[src/rtl/btb_update_sequencer_if.sv]
// ---------------------------------------------------------------------------
// btb_update_sequencer_if
//
// Purpose: bundles the resolve handshake, the checkpoint request/ack pair
// and the BTB update bus of btb_update_sequencer into one interface.
//
// Signals:
//   resolve_valid_i / resolve_pc_i / resolve_target_i : update offered
//   resolve_ready_o                                     : update accepted
//   ckpt_req_i / ckpt_mode_i                            : bank switch request
//   ckpt_ack_o                                          : switch complete pulse
//   checkpoint_mode_o                                   : bank select to BTB mux
//   btb_update_o                                        : {valid, pc, target_address}
//
// Modports: master drives the requests, slave is the sequencer.
// ---------------------------------------------------------------------------
interface btb_update_sequencer_if #(
   parameter int unsigned VLEN = 64
);
   typedef struct packed {
      logic            valid;
      logic [VLEN-1:0] pc;
      logic [VLEN-1:0] target_address;
   } btb_update_t;

   logic            resolve_valid_i;
   logic [VLEN-1:0] resolve_pc_i;
   logic [VLEN-1:0] resolve_target_i;
   logic            resolve_ready_o;
   logic            ckpt_req_i;
   logic            ckpt_mode_i;
   logic            ckpt_ack_o;
   logic            checkpoint_mode_o;
   btb_update_t     btb_update_o;

   modport master (
      output resolve_valid_i, resolve_pc_i, resolve_target_i, ckpt_req_i, ckpt_mode_i,
      input  resolve_ready_o, ckpt_ack_o, checkpoint_mode_o, btb_update_o
   );

   modport slave (
      input  resolve_valid_i, resolve_pc_i, resolve_target_i, ckpt_req_i, ckpt_mode_i,
      output resolve_ready_o, ckpt_ack_o, checkpoint_mode_o, btb_update_o
   );
endinterface

[src/rtl/btb_update_sequencer.sv]
// ---------------------------------------------------------------------------
// btb_update_sequencer
//
// Purpose: buffers resolved taken-branch updates in a small FIFO and feeds
// them to the BTB one per cycle. A checkpoint request for a different
// predictor bank stops intake, drains the FIFO, flips the bank select, waits
// one settle cycle for the BTB mux register, then acknowledges.
//
// Ports:
//   clk_i        : clock, all state on rising edge
//   rst_i        : synchronous active-high reset
//   flush_i      : discard all pending updates
//   debug_mode_i : accepted updates are dropped while high
//   bus          : resolve handshake, checkpoint req/ack, BTB update bus
// ---------------------------------------------------------------------------
module btb_update_sequencer #(
   parameter int unsigned DEPTH = 4,
   parameter int unsigned VLEN  = 64
) (
   input  logic                    clk_i,
   input  logic                    rst_i,
   input  logic                    flush_i,
   input  logic                    debug_mode_i,
   btb_update_sequencer_if.slave   bus
);
   localparam int unsigned PTR_W = $clog2(DEPTH);
   localparam int unsigned CNT_W = PTR_W + 1;

   localparam logic [1:0] ST_RUN    = 2'd0;
   localparam logic [1:0] ST_DRAIN  = 2'd1;
   localparam logic [1:0] ST_SETTLE = 2'd2;

   logic [1:0]       state_q, state_d;
   logic [PTR_W-1:0] head_q, head_d;
   logic [PTR_W-1:0] tail_q, tail_d;
   logic [CNT_W-1:0] count_q, count_d;
   logic             mode_q, mode_d;
   logic             target_q, target_d;
   logic             ack_q, ack_d;
   // Set by an ack, cleared once ckpt_req_i has been seen low.
   logic             block_q, block_d;

   logic [VLEN-1:0]  pc_mem_q  [DEPTH];
   logic [VLEN-1:0]  tgt_mem_q [DEPTH];

   logic [PTR_W-1:0] tail_last;
   logic             ckpt_pending;
   logic             ready;
   logic             pop;
   logic             accept;
   logic             store;
   logic             coalesce;
   logic             push;
   logic             ack_fire;

   assign tail_last    = tail_q - PTR_W'(1);
   assign ckpt_pending = bus.ckpt_req_i & (bus.ckpt_mode_i != mode_q);
   assign ready        = (state_q == ST_RUN) & (count_q < CNT_W'(DEPTH)) & ~ckpt_pending;

   // Downstream never stalls: whatever is presented is consumed.
   assign pop    = (count_q != '0) & ((state_q == ST_RUN) | (state_q == ST_DRAIN)) & ~flush_i;
   assign accept = bus.resolve_valid_i & ready;
   assign store  = accept & ~debug_mode_i & ~flush_i;

   // Only merge into the tail when that entry survives this cycle.
   assign coalesce = store & (count_q != '0)
                   & (pc_mem_q[tail_last] == bus.resolve_pc_i)
                   & ~(pop & (count_q == CNT_W'(1)));
   assign push     = store & ~coalesce;

   always_ff @(posedge clk_i) begin
      if (push) begin
         pc_mem_q[tail_q]  <= bus.resolve_pc_i;
         tgt_mem_q[tail_q] <= bus.resolve_target_i;
      end else if (coalesce) begin
         tgt_mem_q[tail_last] <= bus.resolve_target_i;
      end
   end

   always_comb begin
      head_d  = head_q;
      tail_d  = tail_q;
      count_d = count_q;
      if (flush_i) begin
         head_d  = '0;
         tail_d  = '0;
         count_d = '0;
      end else begin
         head_d  = head_q + PTR_W'(pop);
         tail_d  = tail_q + PTR_W'(push);
         count_d = count_q + CNT_W'(push) - CNT_W'(pop);
      end
   end

   always_comb begin
      state_d  = state_q;
      mode_d   = mode_q;
      target_d = target_q;
      ack_fire = 1'b0;
      case (state_q)
         ST_RUN: begin
            if (ckpt_pending & ~block_q) begin
               state_d  = ST_DRAIN;
               target_d = bus.ckpt_mode_i;
            end else if (bus.ckpt_req_i & ~ckpt_pending & ~block_q) begin
               // Already in the requested bank: acknowledge straight away.
               ack_fire = 1'b1;
            end
         end
         ST_DRAIN: begin
            // count_d already reflects this cycle's pop (or a flush).
            if (count_d == '0) begin
               mode_d  = target_q;
               state_d = ST_SETTLE;
            end
         end
         ST_SETTLE: begin
            state_d  = ST_RUN;
            ack_fire = 1'b1;
         end
         default: state_d = ST_RUN;
      endcase
      ack_d   = ack_fire;
      block_d = ack_fire | (block_q & bus.ckpt_req_i);
   end

   always_ff @(posedge clk_i) begin
      if (rst_i) begin
         state_q  <= ST_RUN;
         head_q   <= '0;
         tail_q   <= '0;
         count_q  <= '0;
         mode_q   <= 1'b0;
         target_q <= 1'b0;
         ack_q    <= 1'b0;
         block_q  <= 1'b0;
      end else begin
         state_q  <= state_d;
         head_q   <= head_d;
         tail_q   <= tail_d;
         count_q  <= count_d;
         mode_q   <= mode_d;
         target_q <= target_d;
         ack_q    <= ack_d;
         block_q  <= block_d;
      end
   end

   assign bus.resolve_ready_o   = ready;
   assign bus.ckpt_ack_o        = ack_q;
   assign bus.checkpoint_mode_o = mode_q;

   always_comb begin
      bus.btb_update_o.valid          = 1'b0;
      bus.btb_update_o.pc             = '0;
      bus.btb_update_o.target_address = '0;
      if (pop) begin
         bus.btb_update_o.valid          = 1'b1;
         bus.btb_update_o.pc             = pc_mem_q[head_q];
         bus.btb_update_o.target_address = tgt_mem_q[head_q];
      end
   end
endmodule

[src/flat_wrapper.sv]
// flat-port wrapper written by rule: the top's interface ports become plain ports
module btb_update_sequencer_flat 
#(
   parameter int unsigned DEPTH = 4,
   parameter int unsigned VLEN  = 64
)
  (clk_i, rst_i, flush_i, debug_mode_i, bus_resolve_valid_i, bus_resolve_pc_i, bus_resolve_target_i, bus_ckpt_req_i, bus_ckpt_mode_i, bus_resolve_ready_o, bus_ckpt_ack_o, bus_checkpoint_mode_o, bus_btb_update_o);
  btb_update_sequencer_if #(.VLEN(VLEN)) bus_i ();
  input  logic clk_i;
  input  logic rst_i;
  input  logic flush_i;
  input  logic debug_mode_i;
  input wire logic [$bits(bus_i.resolve_valid_i)-1:0] bus_resolve_valid_i;
  input wire logic [$bits(bus_i.resolve_pc_i)-1:0] bus_resolve_pc_i;
  input wire logic [$bits(bus_i.resolve_target_i)-1:0] bus_resolve_target_i;
  input wire logic [$bits(bus_i.ckpt_req_i)-1:0] bus_ckpt_req_i;
  input wire logic [$bits(bus_i.ckpt_mode_i)-1:0] bus_ckpt_mode_i;
  output wire logic [$bits(bus_i.resolve_ready_o)-1:0] bus_resolve_ready_o;
  output wire logic [$bits(bus_i.ckpt_ack_o)-1:0] bus_ckpt_ack_o;
  output wire logic [$bits(bus_i.checkpoint_mode_o)-1:0] bus_checkpoint_mode_o;
  output wire logic [$bits(bus_i.btb_update_o)-1:0] bus_btb_update_o;
  assign bus_i.resolve_valid_i = bus_resolve_valid_i;
  assign bus_i.resolve_pc_i = bus_resolve_pc_i;
  assign bus_i.resolve_target_i = bus_resolve_target_i;
  assign bus_i.ckpt_req_i = bus_ckpt_req_i;
  assign bus_i.ckpt_mode_i = bus_ckpt_mode_i;
  assign bus_resolve_ready_o = bus_i.resolve_ready_o;
  assign bus_ckpt_ack_o = bus_i.ckpt_ack_o;
  assign bus_checkpoint_mode_o = bus_i.checkpoint_mode_o;
  assign bus_btb_update_o = bus_i.btb_update_o;
  btb_update_sequencer #(.DEPTH(DEPTH), .VLEN(VLEN)) u_core (.clk_i(clk_i), .rst_i(rst_i), .flush_i(flush_i), .debug_mode_i(debug_mode_i), .bus(bus_i));
endmodule
[config.mk]
export PLATFORM = sky130hd
export DESIGN_NAME = btb_update_sequencer_flat
export DESIGN_NICKNAME = d
export VERILOG_FILES = /design/src/rtl/btb_update_sequencer_if.sv /design/src/rtl/btb_update_sequencer.sv /design/src/flat_wrapper.sv
export SDC_FILE = /design/constraint.sdc
export NUM_CORES = 1
export LEC_CHECK = 0
export BUFFER_PORTS_ARGS = -buffer_cell sky130_fd_sc_hd__buf_2
export CAP_MARGIN = 20
export CORE_AREA = 10 10 235 237
export CTS_BUF_LIST = sky130_fd_sc_hd__clkbuf_8
export DETAILED_ROUTE_END_ITERATION = 10
export DIE_AREA = 0 0 245 247
export PLACE_DENSITY = 0.66
export SETUP_SLACK_MARGIN = 0.1
export SLEW_MARGIN = 40
export SYNTH_ARGS = -nofsm -noshare
export SYNTH_HDL_FRONTEND = slang
export SYNTH_SLANG_ARGS = --single-unit
[constraint.sdc]
create_clock -name clk_i -period 8.6 [get_ports clk_i]
set_input_delay 1.29 -clock clk_i [delete_from_list [all_inputs] [get_ports clk_i]]
set_output_delay 1.29 -clock clk_i [all_outputs]
set_load 0.02 [all_outputs]
==> results by group, run 1 <==
Setup path
  – Worst Path Required: 9160 ps
  – Setup CP Type: reg -> reg
  – Crit-path leading delay family: simple AND/OR/NAND/NOR gates
  – Max incr delay on CP: 620 ps
  – Startpoint type of the worst setup path: flip-flop
  – Crit. End Element: flip-flop
  – Worst path bufs/invs: 3
  – Worst path cell trace: inv_1 -> ha_4 -> buf_12 -> buf_4 -> mux4_2 -> xnor2_1 -> nand4_1 -> or4_1 -> nor3_2 -> and3_1 -> nor2_1 -> ha_1 -> fa_1 -> xnor2_1 -> xnor2_1 -> a21oi_1 -> nor3b_1 -> mux2i_1 -> nor2_1
  – Most used cell, CP: xnor2_1
  – Arr. time, crit path: 6520 ps
  – Slowest-stage cell, CP: ha_4
  – Top fanout value on the critical path: 29

CTS
  – Clk_lat worst skew: 680 ps
  – Sink Count: 525
  – Root buffer cell: clkbuf_8
  – # H-tree levels: 3
  – Post-CTS Setup Repair Bufs: 0
  – Gates resized, CTS repair: 0
  – Max clock buf depth: 3
  – Clock Pin Slew Worst Setup and Hold Paths: 70 ps
  – CTS tree: yes
  – TritonCTS buffer count: 89
  – CTS Hold Buffers Added: 0

STA
  – Pins Over Slew Limit: 0
  – Total negative slack: 0 ps
  – Fin Clk Skew: 39.0 ps
  – RSZ-0062 raised after global routing: no
  – Least-Margin Pin Slew: 846 ps
  – Max Clock Freq: 168 MHz
  – Tmin final: 5960 ps
  – Final period util: 0.693
  – Endpoints failing setup: 0
  – Hold Fails Final Rpt: 0
  – Max_slew headroom: 0.434

Power and ir drop
  – Reg power frac: 0.556
  – Leak: 8.67 nW
  – Combinational share of power: 0.050
  – NetSw: 1.14 mW
  – Switching Fraction: 0.223
  – Clock Power Share: 0.394
  – Pint: 3.97 mW
  – Worst vdd ir: 0.000164 V
  – Total power: 5.11 mW
  – Power per cell area: 194 nW/um^2

Yosys
  – EDFF count, synth: 512
  – Synth Area in Compound Gates: 0.0106
  – Post-synth ARST share: 0
  – Post-Synth Adder-Cell Area: 0.00535
  – Simple-gate share of the synthesized area: 0.0547
  – Register bit count reported by yosys: 525
  – Ys flop type: edfxtp_1
  – Syn_nets: 1250
  – Multiplexer share of the synthesized area: 0.194
  – Synth Cell Area: 22500 um^2
  – Distinct cells, synth: 48
  – Register area share after synthesis: 0.696
  – Syn Inst Count: 1106
  – XOR/XNOR Fraction of Synth Area: 0.0253
  – Avg Cell Area, Syn: 20.3 um^2
  – Yosys warns: 0
  – Main combinational cell family by area after synthesis: multiplexers

Min path
  – Hold crit path type: reg -> reg

Run
  – Max-capacitance violation count: 0

Layout
  – Share of cells above drive strength 1: 0.402
  – Most frequent cells in the layout: edfxtp_1 (512), buf_2 (266), mux4_2 (186)
  – Register area: 15600 um^2
  – Area growth syn-to-layout: 17.3%
  – Fillers: 4150
  – Final #Nets: 1569
  – Multi-input gate area in the final layout: 6610 um^2
  – Final Non-Filler Cells: 2183
  – Most common cell after layout, fill and taps aside: edfxtp_1

Global routing
  – Largest net degree at the start of global routing: 129
  – Total gr overflow: 0
  – First-pass GRT wire length: 80600 um
  – Total GRT Usage: 0.176
  – Vias in the first global route: 12851
  – Antenna violations before repair: 18

Floorplanning
  – Initial Util: 0.443
  – Die width: 245 um
  – Total core area: 50700 um^2
  – Num ports: 267
  – Die Ht: 247 um
  – FP Rows: 83
  – Die area: 60500 um^2

Place
  – RD Place Congestion: 0.767
  – IO buf count: 266
  – Placed Cells incl. Taps: 2014
  – Post-DP HPWL: 32900 um

Routing
  – DRC Markers: 0
  – Routed Antenna Nets: 0
  – DRT Wirelength: 53200 um
  – Vias per inst: 5.50
  – Routed WL per cell: 24.4 um
  – First-pass iteration count of the detailed router: 5
  – Vias: 12010
  – Iteration-0 DRC Markers: 1021

Status
  – Outcome: finished clean
-- Yosys cell counts (2+ instances only) --
cell,number,area share
a2bb2oi_1,2,0.00078
mux4_2,186,0.19
and4_1,2,0.00078
o2bb2ai_1,3,0.0012
xnor2_1,52,0.020
a21oi_1,8,0.0018
nor2_1,15,0.0025
o311ai_1,4,0.0016
nor2b_1,130,0.036
o21ai_0,7,0.0016
dfxtp_1,13,0.012
mux2_2,2,0.0010
ha_1,8,0.0045
buf_6,3,0.0015
or4_1,4,0.0013
nand3_1,3,0.00067
mux2i_1,14,0.0062
nor3b_1,6,0.0020
nor4_1,4,0.0011
nor3_1,4,0.00089
xor2_1,13,0.0051
clkbuf_1,29,0.0048
inv_1,9,0.0015
buf_4,3,0.0010
nand4_1,13,0.0036
and2_1,5,0.0014
edfxtp_1,512,0.68
buf_1,17,0.0028
nand2b_1,3,0.00084
nand2_1,7,0.0012
buf_2,8,0.0018
-- per-stage QoR --
| stage | hold slack [ps] | instance area (um^2) | setup WS, ps | utilization |
|---|---|---|---|---|
| after floorplan | 434 | 22500 | 24.3 | - |
| after global placement | 446 | 24600 | 2600 | 0.486 |
| after detailed placement | 453 | 24700 | 2440 | 0.488 |
| after CTS | 462 | 26300 | 2600 | 0.519 |
| after global routing | 496 | 26300 | 2170 | 0.520 |
| final | 456 | 26400 | 2640 | 0.520 |
-- final timing paths --
path | slack (ps) | startpoint | end | depth (start not counted)
worst max register to register | 2640 | u_core.tail_q[1]$_SDFF_PP0_ | u_core.bus.checkpoint_mode_o$_SDFFE_PP0P_ | 19
worst min register to register | 460 | u_core.block_q$_SDFF_PP0_ | u_core.block_q$_SDFF_PP0_ | 2
worst max-delay path | 2640 | u_core.tail_q[1]$_SDFF_PP0_ | u_core.bus.checkpoint_mode_o$_SDFFE_PP0P_ | 19
worst min-delay path | 460 | u_core.block_q$_SDFF_PP0_ | u_core.block_q$_SDFF_PP0_ | 2
-- sequential cells by signal, summed over array words and instances (netlist names) --
name                          flops
u_core.pc_mem_q                 256
u_core.bus.checkpoint_mode_o      1
u_core.target_q                   1
u_core.tgt_mem_q                256
u_core.tail_q                     2
u_core.block_q                    1
u_core.state_q                    2
u_core.head_q                     2
u_core.bus.ckpt_ack_o             1
u_core.count_q                    3
-- worst register-to-register path: stages (launching register included) --
cell	delay (ps)
dfxtp_1	450
inv_1	160
ha_4	620
buf_12	280
buf_4	360
mux4_2	380
xnor2_1	170
nand4_1	220
or4_1	600
nor3_2	360
and3_1	400
nor2_1	140
ha_1	260
fa_1	410
xnor2_1	150
xnor2_1	220
a21oi_1	120
nor3b_1	280
mux2i_1	220
nor2_1	60
-- power by group through the flow --
stage / logic (mW) / registers [mW] / clock network [mW]
2_1_floorplan: 0.136 / 2.90 / 0
3_3_place_gp: 0.250 / 2.90 / 0
3_5_place_dp: 0.257 / 2.90 / 0
4_1_cts: 0.258 / 2.84 / 2.08
5_1_grt: 0.277 / 2.84 / 2.20
6_report: 0.254 / 2.84 / 2.01
-- layer usage --
layer | share of wire | vias up | global-route usage | routed length, um
li1 | - | 5205 | - | -
met5 | 0.0027 | - | 0 | 142
met2 | 0.47 | 425 | 0.268 | 25300
met3 | 0.080 | 100 | 0.0565 | 4250
met4 | 0.018 | 24 | 0.0616 | 947
met1 | 0.42 | 6256 | 0.236 | 22600
-- layout make-up --
class                   count  share of cell area
repair buffers            289              0.0606
clock buffers              90              0.0470
flip-flops and latches    525               0.594
inverters                   9             0.00128
diodes                      9            0.000855
multi-input cells         511               0.251
clock inverters            70              0.0135
well taps                 680              0.0323
-- kinds of logic (layout without fill, tap and decap cells) --
| kind of cell | Yosys count | count (layout) |
|---|---|---|
| flip-flops | 525 | 525 |
| multiplexers | 202 | 202 |
| AND/OR/NAND/NOR | 201 | 201 |
| buffers and inverters | 70 | 458 |
| XOR/XNOR | 65 | 65 |
| AO/OA/AOI/OAI | 34 | 34 |
| adder cells (fa/ha/maj) | 9 | 9 |
| other | 0 | 9 |
(Power assumes the default switching activity.)
==> run 2: changes to the inputs <==
PLACE_DENSITY = default   (was 0.66)
clock period = 5.8 ns   (was 8.6 ns; I/O delays follow)
==> run 2 against run 1 <==
Effect of this change: clock skew fell by 15 ps; die area did not move; via count down 0.84%.
==> results by group, run 2 (synthesis gave the netlist of run 1 again) <==
Status
  – Outcome: finished clean (unchanged)

CTS
  – TritonCTS buffer count: 88 (was 89)
  – Clk_lat worst skew: 650 ps (was 680 ps)
  – CTS Hold Buffers Added: 0 (unchanged)
  – Post-CTS Setup Repair Bufs: 0 (unchanged)
  – # H-tree levels: 3 (unchanged)
  – Max clock buf depth: 3 (unchanged)
  – CTS tree: yes (unchanged)
  – Clock Pin Slew Worst Setup and Hold Paths: 60 ps (was 70 ps)
  – Sink Count: 525 (unchanged)
  – Gates resized, CTS repair: 0 (unchanged)
  – Root buffer cell: clkbuf_8 (unchanged)

Layout
  – Final #Nets: 1580 (was 1569)
  – Final Non-Filler Cells: 2179 (was 2183)
  – Top flop regs: u_core.pc_mem_q (256), u_core.tgt_mem_q (256), u_core.count_q (3) (unchanged)
  – Share of cells above drive strength 1: 0.407 (was 0.402)
  – Most frequent cells in the layout: edfxtp_1 (512), buf_2 (266), mux4_2 (186) (unchanged)
  – Area growth syn-to-layout: 18.0% (was 17.3%)
  – Post-route cell area: 26500 um^2 (was 26400 um^2)
  – Most common cell after layout, fill and taps aside: edfxtp_1 (unchanged)

Run
  – Max-capacitance violation count: 0 (unchanged)

Routing
  – Vias: 11909 (was 12010)
  – Vias per inst: 5.47 (was 5.50)
  – Iteration-0 DRC Markers: 704 (was 1021)
  – DRC Markers: 0 (unchanged)
  – Routed WL per cell: 24.2 um (was 24.4 um)
  – First-pass iteration count of the detailed router: 5 (unchanged)
  – Routed Antenna Nets: 0 (unchanged)
  – DRT Wirelength: 52700 um (was 53200 um)

STA
  – Endpoints failing setup: 0 (unchanged)
  – Pins Over Slew Limit: 0 (unchanged)
  – Hold Fails Final Rpt: 0 (unchanged)
  – Final worst slack: 746 ps (was 2640 ps)
  – Tmin final: 5050 ps (was 5960 ps)
  – Fin Clk Skew: 23.8 ps (was 39.0 ps)
  – RSZ-0062 raised after global routing: no (unchanged)
  – Max_slew headroom: 0.472 (was 0.434)
  – Total negative slack: 0 ps (unchanged)
  – Max Clock Freq: 198 MHz (was 168 MHz)
  – Least-Margin Pin Slew: 792 ps (was 846 ps)
  – Final period util: 0.871 (was 0.693)

Setup path
  – Crit. End Element: flip-flop (unchanged)
  – Arr. time, crit path: 5590 ps (was 6520 ps)
  – Top fanout value on the critical path: 28 (was 29)
  – Setup CP Type: reg -> reg (unchanged)
  – Worst Path Required: 6340 ps (was 9160 ps)
  – Slowest-stage cell, CP: ha_4 (unchanged)
  – Startpoint type of the worst setup path: flip-flop (unchanged)
  – Worst path cell trace: inv_1 -> ha_4 -> buf_12 -> buf_12 -> mux4_2 -> xor2_1 -> nor4_1 -> and4_1 -> and3_1 -> nor2_1 -> ha_1 -> fa_1 -> xnor2_1 -> xnor2_1 -> a21oi_1 -> nor3b_1 -> mux2i_1 -> nor2_1 (was inv_1 -> ha_4 -> buf_12 -> buf_4 -> mux4_2 -> xnor2_1 -> nand4_1 -> or4_1 -> nor3_2 -> and3_1 -> nor2_1 -> ha_1 -> fa_1 -> xnor2_1 -> xnor2_1 -> a21oi_1 -> nor3b_1 -> mux2i_1 -> nor2_1)
  – Reg2reg path depth: 18 (was 19)
  – Max incr delay on CP: 580 ps (was 620 ps)

Place
  – IO buf count: 266 (unchanged)
  – Placed Area: 24900 um^2 (was 24700 um^2)
  – RD Place Congestion: 0.755 (was 0.767)
  – Placed Cells incl. Taps: 2026 (was 2014)
  – Worst slack, placed: 754 ps (was 2440 ps)
  – Post-DP HPWL: 33300 um (was 32900 um)

Global routing
  – Largest net degree at the start of global routing: 76 (was 129)
  – Antenna violations before repair: 16 (was 18)
  – Total gr overflow: 0 (unchanged)
  – First-pass GRT wire length: 80300 um (was 80600 um)
  – Total GRT Usage: 0.176 (about the same)
  – Vias in the first global route: 12857 (was 12851)

Power and ir drop
  – Worst vdd ir: 0.000281 V (was 0.000164 V)
  – Total power: 7.55 mW (was 5.11 mW)
  – Power per cell area: 285 nW/um^2 (was 194 nW/um^2)
  – Leak: 8.71 nW (was 8.67 nW)

Floorplanning
  – Num ports: 267 (unchanged)
  – Die area: 60500 um^2 (unchanged)
  – Die width: 245 um (unchanged)
  – Die Ht: 247 um (unchanged)
  – Total core area: 50700 um^2 (unchanged)
  – FP Rows: 83 (unchanged)
  – Initial Util: 0.443 (unchanged)

Min path
  – WHS Path Cells: 1 (was 2)
  – Hold crit path type: in -> reg (was reg -> reg)
run 2: area by class of cell:
type / instances / area [um^2]
clock buffer: 89 / 1220
fill: 4224 / 24200
timing repair buffer: 301 / 1790
tap: 680 / 851
inverter: 9 / 33.8
sequential: 525 / 15600
multi-input combinational: 511 / 6620
antenna: 3 / 7.51
clock inverter: 61 / 333
run 2: critical path, delay by kind of cell (launching register included):
kind	cells	cell delay, ps
AOI/OAI and AO/OA	1	110
xor gates and xnor gates	3	530
adders and majority gates	3	1190
buffers and inverters	3	630
DFF	1	430
muxes	2	550
and+or+nand+nor	6	1480
run 2: layer usage:
metal | global-route usage | up-vias | routed length (um)
met5 | 0 | - | 156
met4 | 0.0438 | 24 | 907
met3 | 0.0679 | 96 | 4230
met2 | 0.283 | 351 | 26000
met1 | 0.220 | 6224 | 21400
li1 | - | 5214 | -
run 2: final timing paths:
kind | to | slack, ps | from
hold / removal | u_core.tgt_mem_q[1][63]$_DFFE_PP_ | 430 | bus_resolve_target_i[63]
setup / recovery | u_core.bus.checkpoint_mode_o$_SDFFE_PP0P_ | 750 | u_core.tail_q[1]$_SDFF_PP0_
hold reg to reg | u_core.block_q$_SDFF_PP0_ | 450 | u_core.block_q$_SDFF_PP0_
setup reg to reg | u_core.bus.checkpoint_mode_o$_SDFFE_PP0P_ | 750 | u_core.tail_q[1]$_SDFF_PP0_
run 2: per-stage QoR:
stage,hold slack (ps),util
after floorplan,434,-
after global placement,442,0.492
after detailed placement,447,0.492
after CTS,363,0.523
after global routing,367,0.523
final,431,0.523
run 2: where the power goes:
part	internal [mW]	switching (mW)	leakage [nW]	total, mW
clock	1.55	1.41	0.899	2.96
combinational	0.157	0.221	3.09	0.378
sequential	4.20	0.0155	4.72	4.22
